### src/rtl/if_id_queue_pkg.sv
// Shared definitions for the IF->ID decoupling queue.
//  - STALL_W / stall_e : stall-code bus width and encodings (Pass/Hold/Bubb); 2'b11 acts as Hold
//  - *_DEF             : default widths and depth
//  - pkt_width()       : stored packet width {pc, inst, predict, next_pc}
package if_id_queue_pkg;

    localparam int unsigned STALL_W    = 2;
    localparam int unsigned ADDR_W_DEF = 32;
    localparam int unsigned INST_W_DEF = 32;
    localparam int unsigned DEPTH_DEF  = 4;

    typedef enum logic [STALL_W-1:0] {
        STALL_PASS = 2'b00,
        STALL_HOLD = 2'b01,
        STALL_BUBB = 2'b10
    } stall_e;

    // Width of one stored packet: two addresses, one instruction, predict bit
    function automatic int unsigned pkt_width(input int unsigned addr_w, input int unsigned inst_w);
        return 2 * addr_w + inst_w + 1;
    endfunction

endpackage

### src/rtl/if_id_queue_if.sv
// Handshake/bus bundle between IF, the queue and ID.
//  master : IF producer + ID consumer (drives in_valid/payload_i/out_ready)
//  slave  : the queue (drives in_ready, out_valid, payload_o, count_o)
interface if_id_queue_if
    import if_id_queue_pkg::*;
#(
    parameter int unsigned ADDR_W = ADDR_W_DEF,
    parameter int unsigned INST_W = INST_W_DEF,
    parameter int unsigned DEPTH  = DEPTH_DEF
);
    localparam int unsigned CNT_W = $clog2(DEPTH) + 1;

    logic              in_valid;
    logic              in_ready;
    logic [ADDR_W-1:0] pc_i;
    logic [INST_W-1:0] inst_i;
    logic              predict_i;
    logic [ADDR_W-1:0] next_pc_i;

    logic              out_valid;
    logic              out_ready;
    logic [ADDR_W-1:0] pc_o;
    logic [INST_W-1:0] inst_o;
    logic              predict_o;
    logic [ADDR_W-1:0] next_pc_o;
    logic [CNT_W-1:0]  count_o;

    modport master (
        output in_valid, pc_i, inst_i, predict_i, next_pc_i, out_ready,
        input  in_ready, out_valid, pc_o, inst_o, predict_o, next_pc_o, count_o
    );

    modport slave (
        input  in_valid, pc_i, inst_i, predict_i, next_pc_i, out_ready,
        output in_ready, out_valid, pc_o, inst_o, predict_o, next_pc_o, count_o
    );

endinterface

### src/rtl/if_id_fifo_mem.sv
// Packet storage for the IF->ID queue: DEPTH x WIDTH register array,
// one synchronous write port, one asynchronous read port. Not reset.
//  clk, we, waddr, wdata : write port
//  raddr, rdata          : combinational read port
module if_id_fifo_mem #(
    parameter int unsigned DEPTH = 4,
    parameter int unsigned WIDTH = 97,
    parameter int unsigned PTR_W = $clog2(DEPTH)
) (
    input  logic             clk,
    input  logic             we,
    input  logic [PTR_W-1:0] waddr,
    input  logic [WIDTH-1:0] wdata,
    input  logic [PTR_W-1:0] raddr,
    output logic [WIDTH-1:0] rdata
);

    logic [WIDTH-1:0] mem [DEPTH];

    always_ff @(posedge clk) begin
        if (we) begin
            mem[waddr] <= wdata;
        end
    end

    assign rdata = mem[raddr];

endmodule

### src/rtl/if_id_queue.sv
// IF->ID decoupling queue: DEPTH-entry FIFO of {pc, inst, predict, next_pc}
// with valid/ready on both sides, stall-code decode and branch_error flush.
//  clk, rst            : clock, synchronous active-high reset
//  stall               : ID-side stall code (Pass / Hold / Bubb, other = Hold)
//  branch_error        : flush queue and drop same-cycle incoming packet
//  bus (slave modport) : in_valid/in_ready/payload_i, out_valid/out_ready/payload_o, count_o
// Optional build macro IFQ_BYPASS_EN: an empty queue under Pass with
// out_ready=1 forwards the incoming packet combinationally without storing it.
module if_id_queue
    import if_id_queue_pkg::*;
#(
    parameter int unsigned ADDR_W = ADDR_W_DEF,
    parameter int unsigned INST_W = INST_W_DEF,
    parameter int unsigned DEPTH  = DEPTH_DEF
) (
    input  logic               clk,
    input  logic               rst,
    input  logic [STALL_W-1:0] stall,
    input  logic               branch_error,
    if_id_queue_if.slave       bus
);

    localparam int unsigned PTR_W = $clog2(DEPTH);
    localparam int unsigned CNT_W = PTR_W + 1;
    localparam int unsigned PKT_W = pkt_width(ADDR_W, INST_W);

    logic [PTR_W-1:0] wr_ptr, wr_ptr_nxt;
    logic [PTR_W-1:0] rd_ptr, rd_ptr_nxt;
    logic [CNT_W-1:0] count, count_nxt;

    logic             is_empty, is_full, pass, bubb;
    logic             bypass_take, enq, deq, out_valid;
    logic [PKT_W-1:0] in_pkt, head_pkt, out_pkt;

    assign in_pkt = {bus.pc_i, bus.inst_i, bus.predict_i, bus.next_pc_i};

    if_id_fifo_mem #(
        .DEPTH (DEPTH),
        .WIDTH (PKT_W),
        .PTR_W (PTR_W)
    ) u_mem (
        .clk   (clk),
        .we    (enq),
        .waddr (wr_ptr),
        .wdata (in_pkt),
        .raddr (rd_ptr),
        .rdata (head_pkt)
    );

    // Handshake decode and next-state computation
    always_comb begin
        is_empty    = (count == '0);
        is_full     = (count == CNT_W'(DEPTH));
        pass        = (stall == STALL_PASS);
        bubb        = (stall == STALL_BUBB);
        bypass_take = 1'b0;
        out_valid   = !is_empty && !bubb;
        out_pkt     = head_pkt;

`ifdef IFQ_BYPASS_EN
        // Empty and ready to consume: present the IF packet in the same cycle
        if (is_empty && pass && bus.out_ready) begin
            out_valid   = bus.in_valid && !branch_error;
            out_pkt     = in_pkt;
            bypass_take = bus.in_valid && !branch_error;
        end
`endif

        // Dequeue only from stored entries; a bypassed packet is never stored
        deq = !is_empty && !bubb && bus.out_ready && pass && !branch_error;
        enq = bus.in_valid && !is_full && !branch_error && !bypass_take;

        wr_ptr_nxt = wr_ptr;
        rd_ptr_nxt = rd_ptr;
        count_nxt  = count;
        if (branch_error) begin
            wr_ptr_nxt = '0;
            rd_ptr_nxt = '0;
            count_nxt  = '0;
        end else begin
            if (enq) wr_ptr_nxt = wr_ptr + PTR_W'(1);
            if (deq) rd_ptr_nxt = rd_ptr + PTR_W'(1);
            case ({enq, deq})
                2'b10:   count_nxt = count + CNT_W'(1);
                2'b01:   count_nxt = count - CNT_W'(1);
                default: count_nxt = count;
            endcase
        end

        if (!out_valid) begin
            out_pkt = '0;
        end
    end

    // Pointer / occupancy state
    always_ff @(posedge clk) begin
        if (rst) begin
            wr_ptr <= '0;
            rd_ptr <= '0;
            count  <= '0;
        end else begin
            wr_ptr <= wr_ptr_nxt;
            rd_ptr <= rd_ptr_nxt;
            count  <= count_nxt;
        end
    end

    assign bus.in_ready  = !is_full;
    assign bus.out_valid = out_valid;
    assign bus.count_o   = count;
    assign {bus.pc_o, bus.inst_o, bus.predict_o, bus.next_pc_o} = out_pkt;

endmodule

### src/flat_wrapper.sv
// flat-port wrapper written by rule: the top's interface ports become plain ports
module if_id_queue_flat import if_id_queue_pkg::*;
#(
    parameter int unsigned ADDR_W = ADDR_W_DEF,
    parameter int unsigned INST_W = INST_W_DEF,
    parameter int unsigned DEPTH  = DEPTH_DEF
)
  (clk, rst, stall, branch_error, bus_in_valid, bus_pc_i, bus_inst_i, bus_predict_i, bus_next_pc_i, bus_out_ready, bus_in_ready, bus_out_valid, bus_pc_o, bus_inst_o, bus_predict_o, bus_next_pc_o, bus_count_o);
  if_id_queue_if #(.ADDR_W(ADDR_W), .INST_W(INST_W), .DEPTH(DEPTH)) bus_i ();
  input  logic clk;
  input  logic rst;
  input  logic [STALL_W-1:0] stall;
  input  logic branch_error;
  input wire logic [$bits(bus_i.in_valid)-1:0] bus_in_valid;
  input wire logic [$bits(bus_i.pc_i)-1:0] bus_pc_i;
  input wire logic [$bits(bus_i.inst_i)-1:0] bus_inst_i;
  input wire logic [$bits(bus_i.predict_i)-1:0] bus_predict_i;
  input wire logic [$bits(bus_i.next_pc_i)-1:0] bus_next_pc_i;
  input wire logic [$bits(bus_i.out_ready)-1:0] bus_out_ready;
  output wire logic [$bits(bus_i.in_ready)-1:0] bus_in_ready;
  output wire logic [$bits(bus_i.out_valid)-1:0] bus_out_valid;
  output wire logic [$bits(bus_i.pc_o)-1:0] bus_pc_o;
  output wire logic [$bits(bus_i.inst_o)-1:0] bus_inst_o;
  output wire logic [$bits(bus_i.predict_o)-1:0] bus_predict_o;
  output wire logic [$bits(bus_i.next_pc_o)-1:0] bus_next_pc_o;
  output wire logic [$bits(bus_i.count_o)-1:0] bus_count_o;
  assign bus_i.in_valid = bus_in_valid;
  assign bus_i.pc_i = bus_pc_i;
  assign bus_i.inst_i = bus_inst_i;
  assign bus_i.predict_i = bus_predict_i;
  assign bus_i.next_pc_i = bus_next_pc_i;
  assign bus_i.out_ready = bus_out_ready;
  assign bus_in_ready = bus_i.in_ready;
  assign bus_out_valid = bus_i.out_valid;
  assign bus_pc_o = bus_i.pc_o;
  assign bus_inst_o = bus_i.inst_o;
  assign bus_predict_o = bus_i.predict_o;
  assign bus_next_pc_o = bus_i.next_pc_o;
  assign bus_count_o = bus_i.count_o;
  if_id_queue #(.ADDR_W(ADDR_W), .INST_W(INST_W), .DEPTH(DEPTH)) u_core (.clk(clk), .rst(rst), .stall(stall), .branch_error(branch_error), .bus(bus_i));
endmodule
### config.mk
export PLATFORM = sky130hd
export DESIGN_NAME = if_id_queue_flat
export DESIGN_NICKNAME = d
export VERILOG_FILES = /design/src/rtl/if_id_queue_pkg.sv /design/src/rtl/if_id_queue_if.sv /design/src/rtl/if_id_fifo_mem.sv /design/src/rtl/if_id_queue.sv /design/src/flat_wrapper.sv
export SDC_FILE = /design/constraint.sdc
export NUM_CORES = 1
export LEC_CHECK = 0
export BUFFER_PORTS_ARGS = -buffer_cell sky130_fd_sc_hd__buf_4
export CAP_MARGIN = 20
export CORE_MARGIN = 1
export CORE_UTILIZATION = 45
export CTS_CLUSTER_DIAMETER = 60
export DETAILED_ROUTE_END_ITERATION = 12
export PLACE_DENSITY = 0.63
export SETUP_SLACK_MARGIN = 0.02
export SLEW_MARGIN = 15
export SYNTH_ARGS = -nofsm -noshare
export SYNTH_HDL_FRONTEND = slang
export SYNTH_SLANG_ARGS = --single-unit
export TNS_END_PERCENT = 10
### constraint.sdc
create_clock -name clk -period 4 [get_ports clk]
set_input_delay 0.6 -clock clk [delete_from_list [all_inputs] [get_ports clk]]
set_output_delay 0.6 -clock clk [all_outputs]
set_load 0.03 [all_outputs]
# --- After elaboration in Yosys (flattened, before gate mapping) ---
# Memory sizes are Yosys's and may differ from the RTL's. A register that Yosys moved wholly into a read port is not among the register bits.
# Cells that the tools add are included.
word_totals:
  regBits: 7
  ramBits: 388
  out_inout_bits: 102
  memories: 1
mem_list:
  columns: ["memory", "words", "word_bits", "rd", "rd_clocked_by_memory_dff", "write_ports", "line_no", "source"]
  rows:
  - ["u_core.u_mem.mem", 4, 97, 1, 1, 1, "if_id_fifo_mem.sv:18", "logic [WIDTH-1:0] mem [DEPTH];"]
op_classes:
  add_sub_neg: 4
  eq_ne: 4
  muxes: 6
  reduce_logical: 14
op_table:
  columns: ["cell", "count"]
  rows:
  - ["97-bit 2-to-1 mux", 1]
  - ["1-bit logical AND", 6]
  - ["3-bit case mux with 2 select lines", 1]
  - ["2-bit by 1-bit adder with 2-bit output (second input constant)", 2]
  - ["2-bit == test (second input constant)", 2]
  - ["1-bit logical NOT", 4]
  - ["2-bit 2-to-1 mux", 2]
  - ["3-bit by 1-bit adder with 3-bit output (second input constant)", 1]
  - ["3-bit == test (second input constant)", 1]
  - ["3-bit logical NOT", 1]
  - ["3-bit by 1-bit subtractor with 3-bit output (second input constant)", 1]
  - ["2-bit by 1-bit == test with 1-bit output (second input constant)", 1]
  - ["2-bit logical NOT", 1]
  - ["1-bit 2-to-1 mux", 2]
  - ["2-bit nonzero test", 1]
  - ["2-bit OR reduction", 1]

# --- Depth between registers and ports, before layout ---
# Gate-level depths: netlist of run 1.
depth:
  depth_word: 8
  mapped_depth: 7
  ltp_nobuf: 6

# --- Cells and area by module ---
# Synthesis of run 1 repeated with hierarchy kept, for this count alone.
hier_totals:
  cells_unflattened: 666
  hier_area_um2: 15054.4
modules_own_cells:
  columns: ["mod", "n_inst", "cells_per_inst", "area_per_inst_um2"]
  rows:
  - ["if_id_fifo_mem", 1, 511, 14015.9]
  - ["if_id_queue", 1, 155, 1038.5]

# --- Worst setup path before layout of run 1 ---
# Ideal clock, no wire load.
synth_path:
  path_kind: "reg2reg"
  startpoint: "register u_core.count[0], in the netlist u_core.bus.count_o[0]"
  endpoint: "memory u_core.u_mem.mem[0][0] (enable)"
  arrival_ns: 3.624
  t_required_ns: 3.533
  slack_ns: -0.091
  path_stages_with_launch: 4
  synth_period_minus_slack_ns: 4.091
  cell_sequence: "dfxtp_1 or3b_1 clkbuf_1 and3_1"
synth_via:
  elab_chain_cells: 6
synth_lines:
  columns: ["element", "line_no", "source"]
  rows:
  - ["from (decl)", "if_id_queue.sv:29", "logic [CNT_W-1:0] count, count_nxt;"]
  - ["from (signal assigned)", "if_id_queue.sv:104", "count <= count_nxt;"]
  - ["3-bit == test", "if_id_queue.sv:53", "is_full = (count == CNT_W'(DEPTH));"]
  - ["1-bit logical NOT", null, null]
  - ["named net bus_in_ready", "flat_wrapper.sv:20", "output wire logic [$bits(bus_i.in_ready)-1:0] bus_in_ready;"]
  - ["1-bit logical AND (2 in a row)", "if_id_queue.sv:71", "enq = bus.in_valid && !is_full && !branch_error && !bypass_take;"]
  - ["1-bit 2-to-1 mux", "if_id_fifo_mem.sv:21", "if (we) begin"]
  - ["1-bit 2-to-1 mux (implied by the code)", "if_id_fifo_mem.sv:22", "mem[waddr] <= wdata;"]
  - ["to (decl)", "if_id_fifo_mem.sv:18", null]
# The timed path passes the listed nets, and every way through them passes these cells.

==> results of run 1 <==
==> synthesized netlist by cell type (all sizes together) <==
| cell type | count |
|---|---|
| o211a | 1 |
| xor2 | 1 |
| and3 | 4 |
| o31ai | 1 |
| inv | 4 |
| nor3 | 2 |
| o211ai | 2 |
| and2b | 1 |
| nor3b | 1 |
| buf | 17 |
| edfxtp | 388 |
| a21o | 1 |
| nand3 | 4 |
| nor2b | 97 |
| a21oi | 3 |
| clkbuf | 17 |
| nor4b | 1 |
| nand2 | 3 |
| or3 | 2 |
| or4 | 1 |
| or4b | 1 |
| o21ai | 4 |
| a211oi | 1 |
| ha | 4 |
| or3b | 1 |
| or2 | 1 |
| nor2 | 5 |
| dfxtp | 9 |
| nand2b | 1 |
| mux4 | 97 |
| xnor2 | 1 |
| a31oi | 1 |
| fa | 1 |
==> registers in the layout, indices dropped and copies added (netlist names), named ones only <==
register            count
u_core.rd_ptr           2
u_core.u_mem.mem      388
u_core.wr_ptr           2
u_core.bus.count_o      3
==> area by class of cell <==
cell class	count	area [sq um]	share of cell area, %
flip-flops and latches	397	11800	63.3
multi-input cells	243	3170	16.9
repair buffers	225	1810	9.70
clock buffers	54	1160	6.20
well taps	442	553	2.96
clock inverters	20	155	0.829
inverters	4	15.0	0.0803
==> power by group <==
part	switching (mW)	leakage, nW	internal (mW)
clock network	1.48	0.647	2.17
logic	0.186	1.97	0.164
registers	0.0152	3.60	4.64
==> cells in the final DEF (no fill, tap or decap), types with 2 or more instances in the layout <==
master | netlist | final
o21ai_0 | 2 | 2
dfxtp_4 | 0 | 2
buf_4 | 3 | 215
bufinv_16 | 0 | 2
nand3_1 | 4 | 4
nor3_1 | 2 | 2
nor2b_1 | 97 | 97
o211ai_1 | 2 | 2
edfxtp_1 | 388 | 388
clkbuf_1 | 17 | 9
buf_12 | 0 | 10
clkinv_2 | 0 | 9
and3_4 | 0 | 4
nand2_1 | 3 | 3
clkinv_1 | 0 | 7
mux4_2 | 97 | 97
a21oi_1 | 3 | 3
dfxtp_1 | 9 | 7
or3_1 | 2 | 2
clkbuf_16 | 0 | 45
inv_1 | 4 | 4
nor2_1 | 5 | 5
ha_1 | 4 | 4
==> worst paths after layout <==
kind / depth (start not counted) / endpoint / slack, ps / startpoint
setup / recovery: 4 / bus_pc_o[27] / 900 / flop
hold / removal: 1 / u_core.u_mem.mem[0][34] / 280 / bus_inst_i[1]
setup reg to reg: 6 / u_core.bus.count_o[2] / 1620 / u_core.bus.count_o[0]
hold reg to reg: 2 / u_core.rd_ptr[1] / 510 / u_core.rd_ptr[1]
==> metal layers <==
| layer | part of all wire (%) | wire length (microns) |
|---|---|---|
| met1 | 42 | 12100 |
| met2 | 48 | 13600 |
| met3 | 7.9 | 2270 |
| met4 | 2.2 | 627 |
| met5 | 0.045 | 13 |
==> logic make-up (layout without fill, tap and decap cells) <==
family	count (synthesis)	count (layout)	share of synthesized area, %
buf+inv	38	303	1.08
flops	397	397	78.2
compound gates	14	14	0.645
mux	97	97	14.4
xor+xnor	2	2	0.116
simple gates	125	125	5.09
fa+ha+maj	5	5	0.463
==> worst register-to-register path: cells and delay by family, from the launching register on <==
kind | cells | cell delay [ps]
simple gates | 2 | 880
fa+ha+maj | 1 | 450
compound gates | 3 | 500
flops | 1 | 470
==> metrics by stage <==
stage | cells | total power [mW] | TNS (ps) | util, % | setup slack [ps]
after CTS | 1385 | 8.76 | 0 | 57.1 | 808
after global routing | 1385 | 8.94 | 0 | 57.1 | 711
after floorplan | 678 | 4.90 | -26550 | - | -91.2
after detailed placement | 1311 | 5.10 | 0 | 53.0 | 1350
final | 1385 | 8.66 | 0 | 57.1 | 896
after global placement | 1311 | 5.09 | 0 | 53.0 | 1360
==> impl_metrics.ini, run 1 <==
[cts]
root_buffer = clkbuf_16
cts_sinks = 397
clock_latency_ps = 520
postCtsSetupRepairBufs = 0
cts-buffers-inserted = 42
path_clk_slew_ps = 60
cts_buffer_depth = 3
hold_buffers = 0
cts_tree = yes
cts.htree.levels = 2
cts_resized = 0

[critical_path]
path_delay_family = flip-flops
critical_path_buf_inv_count = 2
max_stage_delay_ps = 720
crit_path_end_kind = output port
cp_cell_sequence = buf_4, mux4_2, nor2b_1, buf_4
slowest_stage = dfxtp_4
crit_top_cell = buf_4
crit_arrival_ps = 2500
critPathRequiredTime_ps = 3400
path_max_fanout = 27
worstSetupPathType = reg2out
crit_path_start_kind = flop

[status]
status = finished, final reports clean

[detailed_routing]
vias = 7232
drc = 0
wl_per_cell_microns = 20.6
drt_iter0_markers = 363
viasPerCell = 5.22
routed_wl_microns = 28600
first_pass_iters = 4
ant_nets = 0

[placement]
dp_hpwl_microns = 17400
place_congestion = 0.725
placed_area_sq_mm = 0.0174
io_buffers = 205

[worst_hold_path]
min_path_type = in2reg

[sta]
setup_viol = 0
slew_viol_final = 0
period_share_pct = 77.6
hold_viol = 0
period_minus_slack_ps = 3100
fin_skew_ps = 8.14
slew-limit-headroom_pct = 44.8
max_freq_mhz = 322
whs_ps = 278
rsz0062_at_grt = no
tightest_slew_ps = 825

[yosys]
synth_fp_nets = 787
synthTopCellsByArea = edfxtp_1 77%, mux4_2 14%, nor2b_1 4.0%, dfxtp_1 1.2%, clkbuf_1 0.42%
synth_sequential_area_ratio_pct = 78.2
synth.distinct_cells = 37
synthCells = 678
synth_top_area_share_pct = 77.0
yosys_warnings = 0
ys_ff_latch = 397
yosysTopAreaCell = edfxtp_1
avgSynthCellArea_sq_um = 22.3
synth_area_sq_mm = 0.0151

[floorplanning]
fp.coreArea_sq_mm = 0.0328
die_x_microns = 185
rows = 66
die_height_microns = 185
initial_core_util_pct = 46.2
dieArea_sq_mm = 0.0344
io_pins = 206

[grt]
top_usage_layer = met2
use_met1_pct = 22.1
antenna_found_initial = 1
grt_usage_pct = 17.0
met2_usage_pct = 27.3
grt_pass1_vias = 7677
overflow = 0
grt.met3_usage_pct = 5.60
grt_pass1_wl_microns = 43100
grt_max_degree = 98

[final_layout]
layout.nets = 1022
fillCellCount = 2474
antenna_cells = 0
design_area_sq_mm = 0.0187
layout-drive-gt1-share_pct = 41.4
syn_to_final_growth_pct = 23.6

[job]
maxCapViolations = 0

[power]
peakVddDrop_uv = 360
p_per_area_mw_per_mm2 = 463
p_leak_nw = 6.22
Power figures use the tool's default switching activity.
==> inputs of run 2 (changes only) <==
- PLACE_DENSITY: 0.63 -> 0.65
- clock period: 4 -> 2.8 ns (I/O delays scaled with it)
==> run 2 against run 1 <==
- sequential share of layout area is 0.14 points higher
- sequential cell count stayed put
- critical path depth is 1 higher
- via count hardly changed
- combinational power is 41% higher
- clock power is 34% higher
- cell area is 0.23% lower
- sequential power is 43% higher
- global-route usage hardly changed
- first-iteration DRC count is 9.1% higher
- utilization is 0.13 points lower
- setup slack worse by 770 ps
==> impl_metrics.ini, run 2 (synthesized netlist as in run 1, its figures left out) <==
[cts]
postCtsSetupRepairBufs = 0
cts_tree = yes
hold_buffers = 0
cts_buffer_depth = 3
root_buffer = clkbuf_16
clock_latency_ps = 520
path_clk_slew_ps = 60
cts-buffers-inserted = 41
cts_sinks = 397
cts.htree.levels = 2

[placement]
io_buffers = 205
pre_cts_slack_ps = 377
place_congestion = 0.762
dp_hpwl_microns = 17300

[detailed_routing]
wl_per_cell_microns = 20.7
drc = 0
viasPerCell = 5.24
vias = 7229
first_pass_iters = 4
ant_nets = 0
routed_wl_microns = 28600
drt_iter0_markers = 396

[worst_hold_path]
hold_start = bus_next_pc_i[17]
min_path_type = in2reg

[floorplanning]
fp.coreArea_sq_mm = 0.0328
die_height_microns = 185
dieArea_sq_mm = 0.0344
die_x_microns = 185
io_pins = 206
initial_core_util_pct = 46.2
rows = 66

[final_layout]
layout.nets = 1020
fillCellCount = 2471
final_cell_mix = 388 x edfxtp_1, 207 x buf_4, 97 x mux4_2, 97 x nor2b_1, 41 x clkbuf_16
layout_commonest_cell = edfxtp_1
top_register = u_core.u_mem.mem
layout-drive-gt1-share_pct = 40.6
largest_reg_flops = 388
syn_to_final_growth_pct = 23.3
antenna_cells = 0

[grt]
antenna_found_initial = 1
grt_pass1_wl_microns = 43100
overflow = 0
grt_max_degree = 78
grt_usage_pct = 17.0
grt_pass1_vias = 7642

[critical_path]
critPathRequiredTime_ps = 2380
critical_path_buf_inv_count = 2
crit_path_end_kind = output port
critPathLaunch = u_core.bus.count_o[0]
slowest_stage = or3_1
crit_path_start_kind = flop
max_stage_delay_ps = 450
crit_arrival_ps = 2260
r2r-start = u_core.bus.count_o[0]
worstSetupPathType = reg2out
path_max_fanout = 47
cp_cell_sequence = or3_1, o21ai_4, buf_12, nor2b_1, buf_4
path_delay_family = simple AND/OR/NAND/NOR gates

[power]
p_clk_share_pct = 40.8
p_sw_mw = 2.33
p_int_mw = 9.73
peakVddDrop_uv = 404
p_total_mw = 12.1
swShare_pct = 19.3
p_leak_nw = 6.16
comb_power_share_pct = 4.1
power_frac_seq_pct = 55.1
p_per_area_mw_per_mm2 = 647

[sta]
period_minus_slack_ps = 2680
tightest_slew_ps = 608
rsz0062_at_grt = yes
slew_viol_final = 0
setup_ws_ps = 122
hold_viol = 0
fin_skew_ps = 7.77
setup_viol = 0
max_freq_mhz = 373
period_share_pct = 95.6
slew-limit-headroom_pct = 59.3

[status]
status = finished, final reports clean

[job]
maxCapViolations = 0
run 2: cell types whose count changed in the layout (fill, tap and decap cells not counted), sizes merged:
cell	change
inv	+1
buf	-1
clkinv	-6
run 2: path summary, 6_finish.rpt:
| kind | slack [ps] | endpoint | cells past startpoint |
|---|---|---|---|
| min reg2reg | 500 | flop | 2 |
| max | 120 | bus_pc_o[30] | 5 |
| max reg2reg | 380 | u_core.bus.count_o[2] | 6 |
| min | 100 | u_core.u_mem.mem[3][17] | 1 |
run 2: power groups by stage:
stage / logic (mW) / clock network (mW) / registers, mW
after global routing: 0.534 / 5.30 / 6.65
after CTS: 0.502 / 5.07 / 6.65
after detailed placement: 0.501 / 0 / 6.77
after global placement: 0.492 / 0 / 6.77
after floorplan: 0.218 / 0 / 6.77
final: 0.494 / 4.92 / 6.65
run 2: layer usage:
| metal | global-route usage [%] | up-vias | part of all wire [%] |
|---|---|---|---|
| met5 | 0 | - | 0.045 |
| met4 | 4.73 | 2 | 2.2 |
| met3 | 6.67 | 52 | 9.8 |
| met2 | 27.9 | 206 | 49 |
| met1 | 20.8 | 3742 | 39 |
| li1 | - | 3227 | - |
run 2: cell type report:
cell class,count,area (sq um),share of cell area [%]
Clock buffer,54,1070,5.76
Clock inverter,15,126,0.677
Inverter,4,15.0,0.0805
Multi-Input combinational cell,243,3170,17.0
Sequential cell,397,11800,63.4
Tap cell,442,553,2.96
Timing Repair Buffer,224,1890,10.1
run 2: timing repair:
| action | in CTS | in global routing |
|---|---|---|
| resized for setup | 0 | 1 |
| endpoints found under the setup margin | 0 | 29 |
| hold endpoints to repair | 0 | 0 |
run 2: per-stage QoR:
step	utilization [%]	std cells	setup TNS, ps	hold WS (ps)	area [sq um]
2_1_floorplan	-	678	-81670	469	15100
5_1_grt	56.9	1379	0	71.0	18700
6_report	56.9	1379	0	103	18700
4_1_cts	56.9	1379	0	77.4	18700
3_3_place_gp	53.2	1310	0	485	17500
3_5_place_dp	53.2	1310	0	506	17500
==> inputs of run 3 (changes only) <==
- CORE_UTILIZATION: 45 -> 49
- PLACE_DENSITY: 0.65 -> 0.7
==> run 3 against run 2 <==
- via count is 0.83% lower
- die area shrank 8.1%
- worst hold slack got worse by 10 ps
- global-route usage up 1.8 points
- largest power group unchanged
- non-clock buffer count is 7 higher
- sequential cell count is the same
- critical path depth increased by 1
- critical path type unchanged
- critical endpoint is now bus_next_pc_o[11]
- sequential power barely moved
- count of clock-buffer cells in the layout shrank 1
- combinational power up 4%
- clock power up 4.5%
- total power is 2.0% higher
==> impl_metrics.ini, run 3 (synthesized netlist as in run 1, its figures left out) <==
[status]
status = finished, final reports clean

[sta]
period_minus_slack_ps = 2650
setup_viol = 0
setup_ws_ps = 154
whs_ps = 92.6
slew_viol_final = 0
tightest_slew_ps = 596
slew-limit-headroom_pct = 60.2
max_freq_mhz = 378
period_share_pct = 94.5
fin_skew_ps = 17.7
hold_viol = 0
rsz0062_at_grt = no

[power]
p_per_area_mw_per_mm2 = 656
p_leak_nw = 6.25
peakVddDrop_uv = 725
p_total_mw = 12.3

[detailed_routing]
ant_nets = 0
wl_per_cell_microns = 21.6
vias = 7169
drc = 0
drt_iter0_markers = 502
first_pass_iters = 4
viasPerCell = 5.37
routed_wl_microns = 28900

[placement]
place_congestion = 0.800
io_buffers = 205
pre_cts_slack_ps = 434
dp_hpwl_microns = 17400
place_inst = 1262

[final_layout]
top_register = u_core.u_mem.mem
stdcell_count = 1336
layout.nets = 1027
layout-drive-gt1-share_pct = 41.5
layout_commonest_cell = edfxtp_1
final_core_util_pct = 62.5
antenna_cells = 0
final_cell_mix = 388 x edfxtp_1, 212 x buf_4, 97 x mux4_2, 97 x nor2b_1, 41 x clkbuf_16
fillCellCount = 2048
ff_latch_area_sq_mm = 0.0118
largest_reg_flops = 388
syn_to_final_growth_pct = 24.0
multi_input_area_sq_mm = 0.00318

[floorplanning]
rows = 63
initial_core_util_pct = 50.4
die_height_microns = 178
io_pins = 206
die_x_microns = 178
dieArea_sq_mm = 0.0316
fp.coreArea_sq_mm = 0.0300

[cts]
cts_buffer_depth = 3
hold_buffers = 0
cts_tree = yes
cts-buffers-inserted = 40
cts_sinks = 397
path_clk_slew_ps = 60
root_buffer = clkbuf_16
cts.htree.levels = 2
clock_latency_ps = 520

[grt]
overflow = 0
grt_usage_pct = 18.8
grt_pass1_vias = 7689
grt_pass1_wl_microns = 43900
grt_max_degree = 57
antenna_found_initial = 0

[worst_hold_path]
min_path_type = in2reg
hold_start = bus_next_pc_i[16]

[critical_path]
r2r-start = u_core.bus.count_o[0]
max_stage_delay_ps = 480
crit_path_end_kind = output port
path_delay_family = simple AND/OR/NAND/NOR gates
crit_top_cell = buf_12
critical_path_buf_inv_count = 3
crit_arrival_ps = 2230
path_max_fanout = 21
crit_path_start_kind = flop
slowest_stage = dfxtp_1
cp_cell_sequence = or3_1, o21ai_4, buf_12, buf_12, nor2b_1, buf_4
worstSetupPathType = reg2out
critPathRequiredTime_ps = 2380
critPathLaunch = u_core.bus.count_o[0]

[job]
maxCapViolations = 0
[run 3: cell count changes in the layout (fill, tap and decap cells not counted), moves of 2 or more]
| cell | previous run | this run |
|---|---|---|
| buf_12 | 16 | 18 |
| buf_4 | 207 | 212 |
| bufinv_16 | 2 | 4 |
| clkinvlp_4 | 1 | 3 |
| clkinv_1 | 7 | 4 |
[run 3: power by group]
part	switching [mW]	leakage, nW	internal (mW)	total, mW
Combinational	0.270	2.04	0.243	0.513
Clock	2.08	0.608	3.07	5.14
Sequential	0.0224	3.60	6.63	6.65
[run 3: cell type report]
type | instances | area share [%]
multi-input cells | 244 | 16.9
clock inverters | 17 | 1.06
well taps | 390 | 2.60
clock buffers | 53 | 5.71
repair buffers | 231 | 10.5
inverters | 4 | 0.0800
flip-flops and latches | 397 | 63.1
[run 3: path summary, 6_finish.rpt]
kind / slack (ps) / endpoint / cells past startpoint
worst min register to register: 510 / u_core.wr_ptr[1] / 2
worst max-delay path: 150 / bus_next_pc_o[11] / 6
worst min-delay path: 90 / u_core.u_mem.mem[3][16] / 1
worst max register to register: 410 / u_core.bus.count_o[2] / 6
[run 3: worst register-to-register path: cells and delay by family, from the launching register on]
| family | cells | cell delay (ps) |
|---|---|---|
| AO/OA/AOI/OAI | 3 | 500 |
| adder cells (fa/ha/maj) | 1 | 440 |
| AND/OR/NAND/NOR | 2 | 880 |
| flip-flops | 1 | 480 |
[run 3: what timing repair did]
item / in CTS / in global routing
gates resized for setup: 0 / 1
buffers inserted: 0 / 3
cloned: 1 / 0
setup endpoints to repair: 3 / 33
[run 3: layer usage]
metal | GRT usage, % | part of all wire (%) | wire length [microns] | vias to the layer above
met2 | 32.0 | 52 | 14900 | 185
met4 | 4.81 | 1.6 | 461 | 0
met5 | 0 | 0 | 0 | -
li1 | - | - | - | 3251
met1 | 24.6 | 41 | 11900 | 3697
met3 | 4.18 | 5.5 | 1600 | 36
[run 3: through the flow]
stage	TNS (ps)	cell area, sq um
floorplan	-81670	15100
global placement	0	17400
detailed placement	0	17400
CTS	0	18700
global route	0	18800
finish	0	18800
